### src/rtl/decode_stage.sv
// Decode stage: register file, scoreboard hazard stall and one-entry output slot.
// Optional writeback-to-read forwarding is enabled by defining DECODE_STAGE_BYPASS_EN.
module decode_stage #(
    parameter int WIDTH    = 16,
    parameter int REG_BITS = 3,
    parameter int IMM_BITS = 6
) (
    input  logic                clk,
    input  logic                reset,
    input  logic                in_valid,
    output logic                in_ready,
    input  logic [WIDTH-1:0]    instruction,
    input  logic [WIDTH-1:0]    pc,
    input  logic [REG_BITS-1:0] sr1,
    input  logic [REG_BITS-1:0] sr2,
    input  logic [REG_BITS-1:0] dr,
    input  logic                sr2_sel,
    input  logic                writes_dr,
    input  logic                flush,
    input  logic                wb_load,
    input  logic [REG_BITS-1:0] wb_dest,
    input  logic [WIDTH-1:0]    wb_data,
    input  logic                ex_ready,
    output logic                out_valid,
    output logic [WIDTH-1:0]    sr1_out,
    output logic [WIDTH-1:0]    sr2_out,
    output logic [WIDTH-1:0]    sext_out,
    output logic [WIDTH-1:0]    pc_out,
    output logic [REG_BITS-1:0] dr_out,
    output logic                writes_out
);
    localparam int NREGS = 2 ** REG_BITS;

    logic [WIDTH-1:0]    rf_q [NREGS];
    logic [WIDTH-1:0]    rf_d [NREGS];
    logic [NREGS-1:0]    pending_q, pending_d, pending_eff;
    logic                out_valid_q, out_valid_d;
    logic [WIDTH-1:0]    sr1_out_q, sr1_out_d;
    logic [WIDTH-1:0]    sr2_out_q, sr2_out_d;
    logic [WIDTH-1:0]    sext_out_q, sext_out_d;
    logic [WIDTH-1:0]    pc_out_q, pc_out_d;
    logic [REG_BITS-1:0] dr_out_q, dr_out_d;
    logic                writes_out_q, writes_out_d;

    logic [REG_BITS-1:0] rd2;
    logic [WIDTH-1:0]    rd1_val, rd2_val, sext_val;
    logic                hazard, advance, accept;

    always_comb begin
        rd2         = sr2_sel ? dr : sr2;
        pending_eff = pending_q;
        rd1_val     = rf_q[sr1];
        rd2_val     = rf_q[rd2];
`ifdef DECODE_STAGE_BYPASS_EN
        // A register being written back this cycle is already resolved for readers.
        if (wb_load) begin
            pending_eff[wb_dest] = 1'b0;
            if (wb_dest == sr1) rd1_val = wb_data;
            if (wb_dest == rd2) rd2_val = wb_data;
        end
`endif
        sext_val = {{(WIDTH-IMM_BITS){instruction[IMM_BITS-1]}}, instruction[IMM_BITS-1:0]};
        hazard   = in_valid & (pending_eff[sr1] | pending_eff[rd2] | (writes_dr & pending_eff[dr]));
        advance  = ~out_valid_q | ex_ready;
        in_ready = advance & ~hazard & ~flush & ~reset;
        accept   = in_valid & in_ready;
    end

    always_comb begin
        rf_d = rf_q;
        if (wb_load) rf_d[wb_dest] = wb_data;

        out_valid_d  = out_valid_q;
        sr1_out_d    = sr1_out_q;
        sr2_out_d    = sr2_out_q;
        sext_out_d   = sext_out_q;
        pc_out_d     = pc_out_q;
        dr_out_d     = dr_out_q;
        writes_out_d = writes_out_q;
        if (flush) begin
            out_valid_d = 1'b0;
        end else if (advance) begin
            out_valid_d = accept;
            if (accept) begin
                sr1_out_d    = rd1_val;
                sr2_out_d    = rd2_val;
                sext_out_d   = sext_val;
                pc_out_d     = pc;
                dr_out_d     = dr;
                writes_out_d = writes_dr;
            end
        end

        // Later assignments win: a new claim on a register beats its writeback release.
        pending_d = pending_q;
        if (wb_load) pending_d[wb_dest] = 1'b0;
        if (flush && out_valid_q && writes_out_q) pending_d[dr_out_q] = 1'b0;
        if (accept && writes_dr) pending_d[dr] = 1'b1;
    end

    always_ff @(posedge clk) begin
        if (reset) begin
            for (int unsigned i = 0; i < NREGS; i++) rf_q[i] <= '0;
            pending_q    <= '0;
            out_valid_q  <= 1'b0;
            sr1_out_q    <= '0;
            sr2_out_q    <= '0;
            sext_out_q   <= '0;
            pc_out_q     <= '0;
            dr_out_q     <= '0;
            writes_out_q <= 1'b0;
        end else begin
            rf_q         <= rf_d;
            pending_q    <= pending_d;
            out_valid_q  <= out_valid_d;
            sr1_out_q    <= sr1_out_d;
            sr2_out_q    <= sr2_out_d;
            sext_out_q   <= sext_out_d;
            pc_out_q     <= pc_out_d;
            dr_out_q     <= dr_out_d;
            writes_out_q <= writes_out_d;
        end
    end

    assign out_valid  = out_valid_q;
    assign sr1_out    = sr1_out_q;
    assign sr2_out    = sr2_out_q;
    assign sext_out   = sext_out_q;
    assign pc_out     = pc_out_q;
    assign dr_out     = dr_out_q;
    assign writes_out = writes_out_q;

endmodule

### config.mk
export PLATFORM = sky130hd
export DESIGN_NAME = decode_stage
export DESIGN_NICKNAME = d
export VERILOG_FILES = /design/src/rtl/decode_stage.sv
export SDC_FILE = /design/constraint.sdc
export NUM_CORES = 1
export LEC_CHECK = 0
export BUFFER_PORTS_ARGS = -buffer_cell sky130_fd_sc_hd__buf_4
export CAP_MARGIN = 20
export CORE_AREA = 2 2 160 115
export DETAILED_ROUTE_END_ITERATION = 12
export DIE_AREA = 0 0 162 117
export GPL_TIMING_DRIVEN = 0
export PLACE_DENSITY = 0.76
export SYNTH_ARGS = -nofsm -noshare
export SYNTH_HDL_FRONTEND = slang
export SYNTH_SLANG_ARGS = --single-unit
### constraint.sdc
create_clock -name clk -period 7.3 [get_ports clk]
set_clock_uncertainty 0.1 [all_clocks]
set_input_delay 2.19 -clock clk [delete_from_list [all_inputs] [get_ports clk]]
set_output_delay 2.19 -clock clk [all_outputs]
set_load 0.03 [all_outputs]
* Word level (Yosys, flattened, before mapping)
Index checks and enable logic that the tools add are counted.
Operators by class: $lt $le $gt $ge 12, bitwise gates (word level) 21, reductions and logical operators 9, multiplexer cells 25
Operators by type and width (number):
- 128-bit bitwise mux | 1
- 16-bit binary-select mux with 3-bit select | 2
- 16-bit 2-to-1 mux | 5
- 16-bit demux with 3-bit select | 1
- 8-bit 2-to-1 mux | 3
- 3-bit by 4-bit < comparator with 1-bit output, second input constant | 5
- 8-bit AND | 2
- 8-bit NOT | 2
- 4-bit >= comparator, second input constant | 3
- 3-bit NOT with 4-bit output | 3
- 1-bit binary-select mux with 3-bit select | 3
- 1-bit demux with 3-bit select | 3
- 3-bit by 1-bit >= comparator with 1-bit output, second input constant | 3
- 8-bit OR | 1
- 1-bit logical AND | 7
- 1-bit AND | 6
- 1-bit 2-to-1 mux | 6
- 4-bit by 1-bit < comparator with 1-bit output, second input constant | 1
- 1-bit NOT | 4
- 3-bit 2-to-1 mux | 1
- 1-bit OR | 3
- 3-bit AND reduction | 1
- 2-bit OR reduction | 1
Word-level totals: register bits after elaboration 195, output and inout port bits 70, logic and storage cells 83, bits of input ports 68

* Logic depth before layout (Yosys ltp)
word-level depth 13, mapped depth 8, mapped depth without buffers 5

* Least setup slack after synthesis
OpenSTA, ideal clock, no wires.
kind input -> output, start input port sr2_sel, end output port in_ready, setup slack 1.072 ns, cell stages on the path 6, arrival time 3.938 ns, cells stage by stage buf_4 > mux2i_1 > mux4_2 > mux2_2 > o21ai_0 > and2_1
On the way: cells in the longest elaborated chain, start to end 10
Ends and longest elaborated chain:
- start, declared | RTL line 17 | input logic sr2_sel,
- 3-bit 2-to-1 mux | RTL line 50 | rd2 = sr2_sel ? dr : sr2;
- 1-bit binary-select mux with 3-bit select | RTL line 63 | hazard = in_valid & (pending_eff[sr1] | pending_eff[rd2] | (writes_dr & pending_eff[dr]));
- 1-bit 2-to-1 mux (implied by the code) | RTL line 63
- 1-bit OR (2 in series) | RTL line 63
- 1-bit AND | RTL line 63
- 1-bit NOT | RTL line 65 | in_ready = advance & ~hazard & ~flush & ~reset;
- 1-bit AND (3 in series) | RTL line 65
- end, declared | RTL line 11 | output logic in_ready,
Every way passes these cells. The select of a mux whose other input is x is not followed.

* Final worst setup path
start input port sr1[1], end output port in_ready
On the way: cells in the longest elaborated chain, start to end 9
Ends and longest elaborated chain:
- start, declared | RTL line 14 | input logic [REG_BITS-1:0] sr1,
- 1-bit binary-select mux with 3-bit select | RTL line 63
- 1-bit 2-to-1 mux (implied by the code) | RTL line 63
- 1-bit OR (2 in series) | RTL line 63
- 1-bit AND | RTL line 63
- 1-bit NOT | RTL line 65
- 1-bit AND (3 in series) | RTL line 65
Every way passes these cells. The select of a mux whose other input is x is not followed.

==> results_tabular.tex <==
\begin{tabular}{lr}
\hline
Metric & Value \\
\hline
\multicolumn{2}{l}{\textbf{Clock network}} \\
\quad Hold Buf Count CTS & 0 \\
\quad Clock Tree Root & sky130\_fd\_sc\_hd\_\_clkbuf\_16 \\
\quad Post-cts resize count & 0 \\
\quad TritonCTS clock tree & done \\
\quad Number of buffers on the longest clock path & 2 \\
\quad Number of buffers inserted during clock tree synthesis & 17 \\
\quad Latest clock arrival within the worst-skew pair & around 0.44 ns \\
\quad Clock-pin slew on the worst setup and hold paths & 0.07 ns \\
\quad CTS H-tree depth & 4 \\
\quad Total clock sinks & 195 \\
\quad Postcts setup bufs & 0 \\
\multicolumn{2}{l}{\textbf{Die}} \\
\quad Placeable core area & 17500 um2 \\
\quad Overall die area & between 15000 and 20000 um2 \\
\quad I/O pins & 138 \\
\quad Die Y-Extent & 117 um \\
\quad Floorplan row count & about 40 \\
\quad Width of the die & 162 um \\
\quad Starting density of the core & 53.7\% \\
\multicolumn{2}{l}{\textbf{Timing}} \\
\quad Final number of hold-violating endpoints & 0 \\
\quad Tcrit/Tclk final & about nine tenths \\
\quad Count of pins over their slew limit & 0 \\
\quad Slew at the pin closest to its max-slew limit & between 1 and 1.5 ns \\
\quad Normalized max-slew margin & 29.9\% \\
\quad Number of endpoints failing setup at the final stage & 0 \\
\quad Period minus WS final & 6.48 ns \\
\quad Maximum clock frequency & roughly 0.15 GHz \\
\quad Fin Hold WS & 0.363 ns \\
\quad Setup tns final & 0 ns \\
\quad Setup repair after global routing missed its margin & no \\
\multicolumn{2}{l}{\textbf{Detailed routing}} \\
\quad Via density per instance & 5.88 \\
\quad Routed wire length & slightly below 30000 um \\
\quad Drc violations & 0 \\
\quad Post-detailed-route count of antenna-violating nets & 0 \\
\quad Pre-antenna DRT Iters & 6 \\
\quad Wire length per cell & 19.1 um \\
\quad Total vias in the final route & 9041 \\
\quad Number of design-rule violations left by the first detailed-router iteration & 1457 \\
\multicolumn{2}{l}{\textbf{Hold path}} \\
\quad Worst hold stages & 2 \\
\quad Hold Path End & sr2\_out[0]\$\_SDFFE\_PP0P\_ \\
\quad Path category of the worst min-delay check & reg -> reg \\
\quad Launch instance of the worst min-delay path & sr2\_out[0]\$\_SDFFE\_PP0P\_ \\
\multicolumn{2}{l}{\textbf{Global route}} \\
\quad Wire length of the first global-routing pass & about 45000 um \\
\quad Remaining Overflow, GRT & 0 \\
\quad All-Layer GR Usage & 31.5\% \\
\quad Number of antenna violations at the first check in global routing & 0 \\
\quad Pin count of the biggest net entering global routing & 19 \\
\quad Vias in the first global route & $\sim$8.1k \\
\multicolumn{2}{l}{\textbf{Critical path}} \\
\quad Number of cells on the worst reg-to-reg path & 7 \\
\quad Endpoint of the worst register-to-register path & sr2\_out[5]\$\_SDFFE\_PP0P\_ \\
\quad Critical path capture point type & output pin \\
\quad Worst Path Required & 5.01 ns \\
\quad Startpoint-to-endpoint class of the critical path & in -> out \\
\quad Endpoint arrival time on the critical path & 4.19 ns \\
\quad Reg2reg start & pending\_eff[0]\$\_SDFF\_PP0\_ \\
\quad Startpoint type of the worst setup path & input pin \\
\quad FF-to-FF setup slack & 4.72 ns \\
\quad Maximum fanout count along the critical path & 7 \\
\multicolumn{2}{l}{\textbf{Synth}} \\
\quad Post-Synthesis Net Count & around 1.2k \\
\quad Sequential share of the synthesized area & 41.5\% \\
\quad Fraction of registers with async set or reset after synthesis & 0\% \\
\quad Synth unique cells & 44 \\
\quad Top flip-flop cell by instance count after synthesis & sky130\_fd\_sc\_hd\_\_dfxtp\_1 \\
\quad Cell area after synthesis & 9420 um2 \\
\quad Post-synthesis cell count & 1167 \\
\quad Number of register bits inferred by synthesis & 195 \\
\quad Count of yosys warnings during synthesis & 0 \\
\quad Mapped Avg Cell Area & 8.07 um2 \\
\quad Number of enable-type register cells in the synthesized netlist & 0 \\
\multicolumn{2}{l}{\textbf{Power and ir drop}} \\
\quad Sum of internal, switching and leakage power & 0.00239 W \\
\quad Leakage & about 4 nW \\
\quad Peak ir drop on the vdd network & between 0.15 and 0.2 mV \\
\quad Areal power density over the cells & roughly 220 nW/um2 \\
\multicolumn{2}{l}{\textbf{Cells and area}} \\
\quad Fin nets & around 1.4k \\
\quad Share of cells above drive strength 1 & between 10\% and 20\% \\
\quad Diode count & 0 \\
\quad Synthesis-to-layout area growth & 17.5\% \\
\quad Most common cell after layout, fill and taps aside & sky130\_fd\_sc\_hd\_\_nand2\_1 \\
\quad Most frequent cells in the layout & sky130\_fd\_sc\_hd\_\_nand2\_1, sky130\_fd\_sc\_hd\_\_dfxtp\_1, sky130\_fd\_sc\_hd\_\_a21oi\_1, sky130\_fd\_sc\_hd\_\_buf\_4, sky130\_fd\_sc\_hd\_\_nand3\_1 \\
\quad Number of filler instances in the final layout & approximately 1.6k \\
\multicolumn{2}{l}{\textbf{Placed design}} \\
\quad Post-detail-place hpwl & 22600 um \\
\quad GPL Wtd Cong & 0.972 \\
\quad Buffers on Ports & 102 \\
\multicolumn{2}{l}{\textbf{Status}} \\
\quad Result of the run & completed \\
\multicolumn{2}{l}{\textbf{Job}} \\
\quad Number of max-capacitance violations reported & 0 \\
\hline
\end{tabular}
## sequential cells by signal (all words and copies together) (netlist names)
signal	count
dr_out	3
out_valid	1
rf_q	128
writes_out	1
sr2_out	16
sr1_out	16
sext_out	6
pending_eff	8
pc_out	16
## layout make-up
class	instances	area, um2	share of cell area (%)
clock buffers	18	439	3.97
plain buffers	111	499	4.51
multi-input cells	856	4990	45.2
inverters	5	18.8	0.170
clock inverters	14	144	1.30
repair buffers	102	766	6.92
flip-flops and latches	195	3900	35.3
well taps	236	295	2.67
## per-stage QoR
step                      cell area (um2)  utilization, %  setup slack [ns]  std cells
after floorplan                      9420               -              1.07       1167
after global placement              10500            59.7             0.901       1505
after detailed placement            10500            59.7             0.876       1505
after CTS                           11100            63.0             0.854       1537
after global routing                11100            63.0             0.725       1537
final                               11100            63.0             0.818       1537
## where the power goes
group          internal [W]  total (W)  switching [W]
Sequential          0.00110    0.00112      0.0000254
Clock              0.000490   0.000940       0.000450
Combinational      0.000115   0.000330       0.000215
Total               0.00170    0.00239       0.000690
## cells by family after synthesis
| kind of cell | count (synthesis) | synth area share (%) |
|---|---|---|
| AOI/OAI and AO/OA | 184 | 11.1 |
| buffers and inverters | 116 | 5.50 |
| and+or+nand+nor | 572 | 26.1 |
| muxes | 100 | 15.9 |
| DFF | 195 | 41.5 |
## cell usage after synthesis, drive strengths merged, types with 2 or more instances
master	n	area (um2)
nand2	412	1550
dfxtp	195	3900
a21oi	129	646
clkbuf	83	332
nand3	72	373
mux2i	39	403
mux4	36	811
buf	28	168
nand4	26	163
nor2b	26	163
mux2	25	282
a211oi	17	128
a31oi	16	100
nor2	12	45.0
nand2b	10	62.6
o31ai	6	45.0
inv	4	15.0
nor3	3	26.3
o2111ai	3	26.3
o21ai	3	15.0
and2	2	12.5
nor3b	2	15.0
o22ai	2	12.5
o41ai	2	17.5
or3	2	12.5
## critical path: stages
cell and delay, ns:
sky130_fd_sc_hd__clkbuf_1 0.48, sky130_fd_sc_hd__mux4_2 0.58, sky130_fd_sc_hd__mux2i_1 0.17, sky130_fd_sc_hd__nand4_1 0.26, sky130_fd_sc_hd__o21ai_0 0.21, sky130_fd_sc_hd__and2_1 0.14, sky130_fd_sc_hd__buf_4 0.15
## worst max path at each step
stage / from / to / cells after the start
6_report: sr1[1] / in_ready / 7
5_1_grt: sr1[1] / in_ready / 7
4_1_cts: dr[1] / in_ready / 8
3_5_place_dp: dr[1] / in_ready / 8
3_3_place_gp: dr[1] / in_ready / 8
2_1_floorplan: sr2_sel / in_ready / 6
## per-layer routing
metal | share of wire, % | GRT usage, %
met5 | 0 | 0
met4 | 1.8 | 7.91
met3 | 15 | 8.99
met2 | 41 | 46.5
met1 | 43 | 45.7
Note: power is estimated with default switching activity, not from simulation.
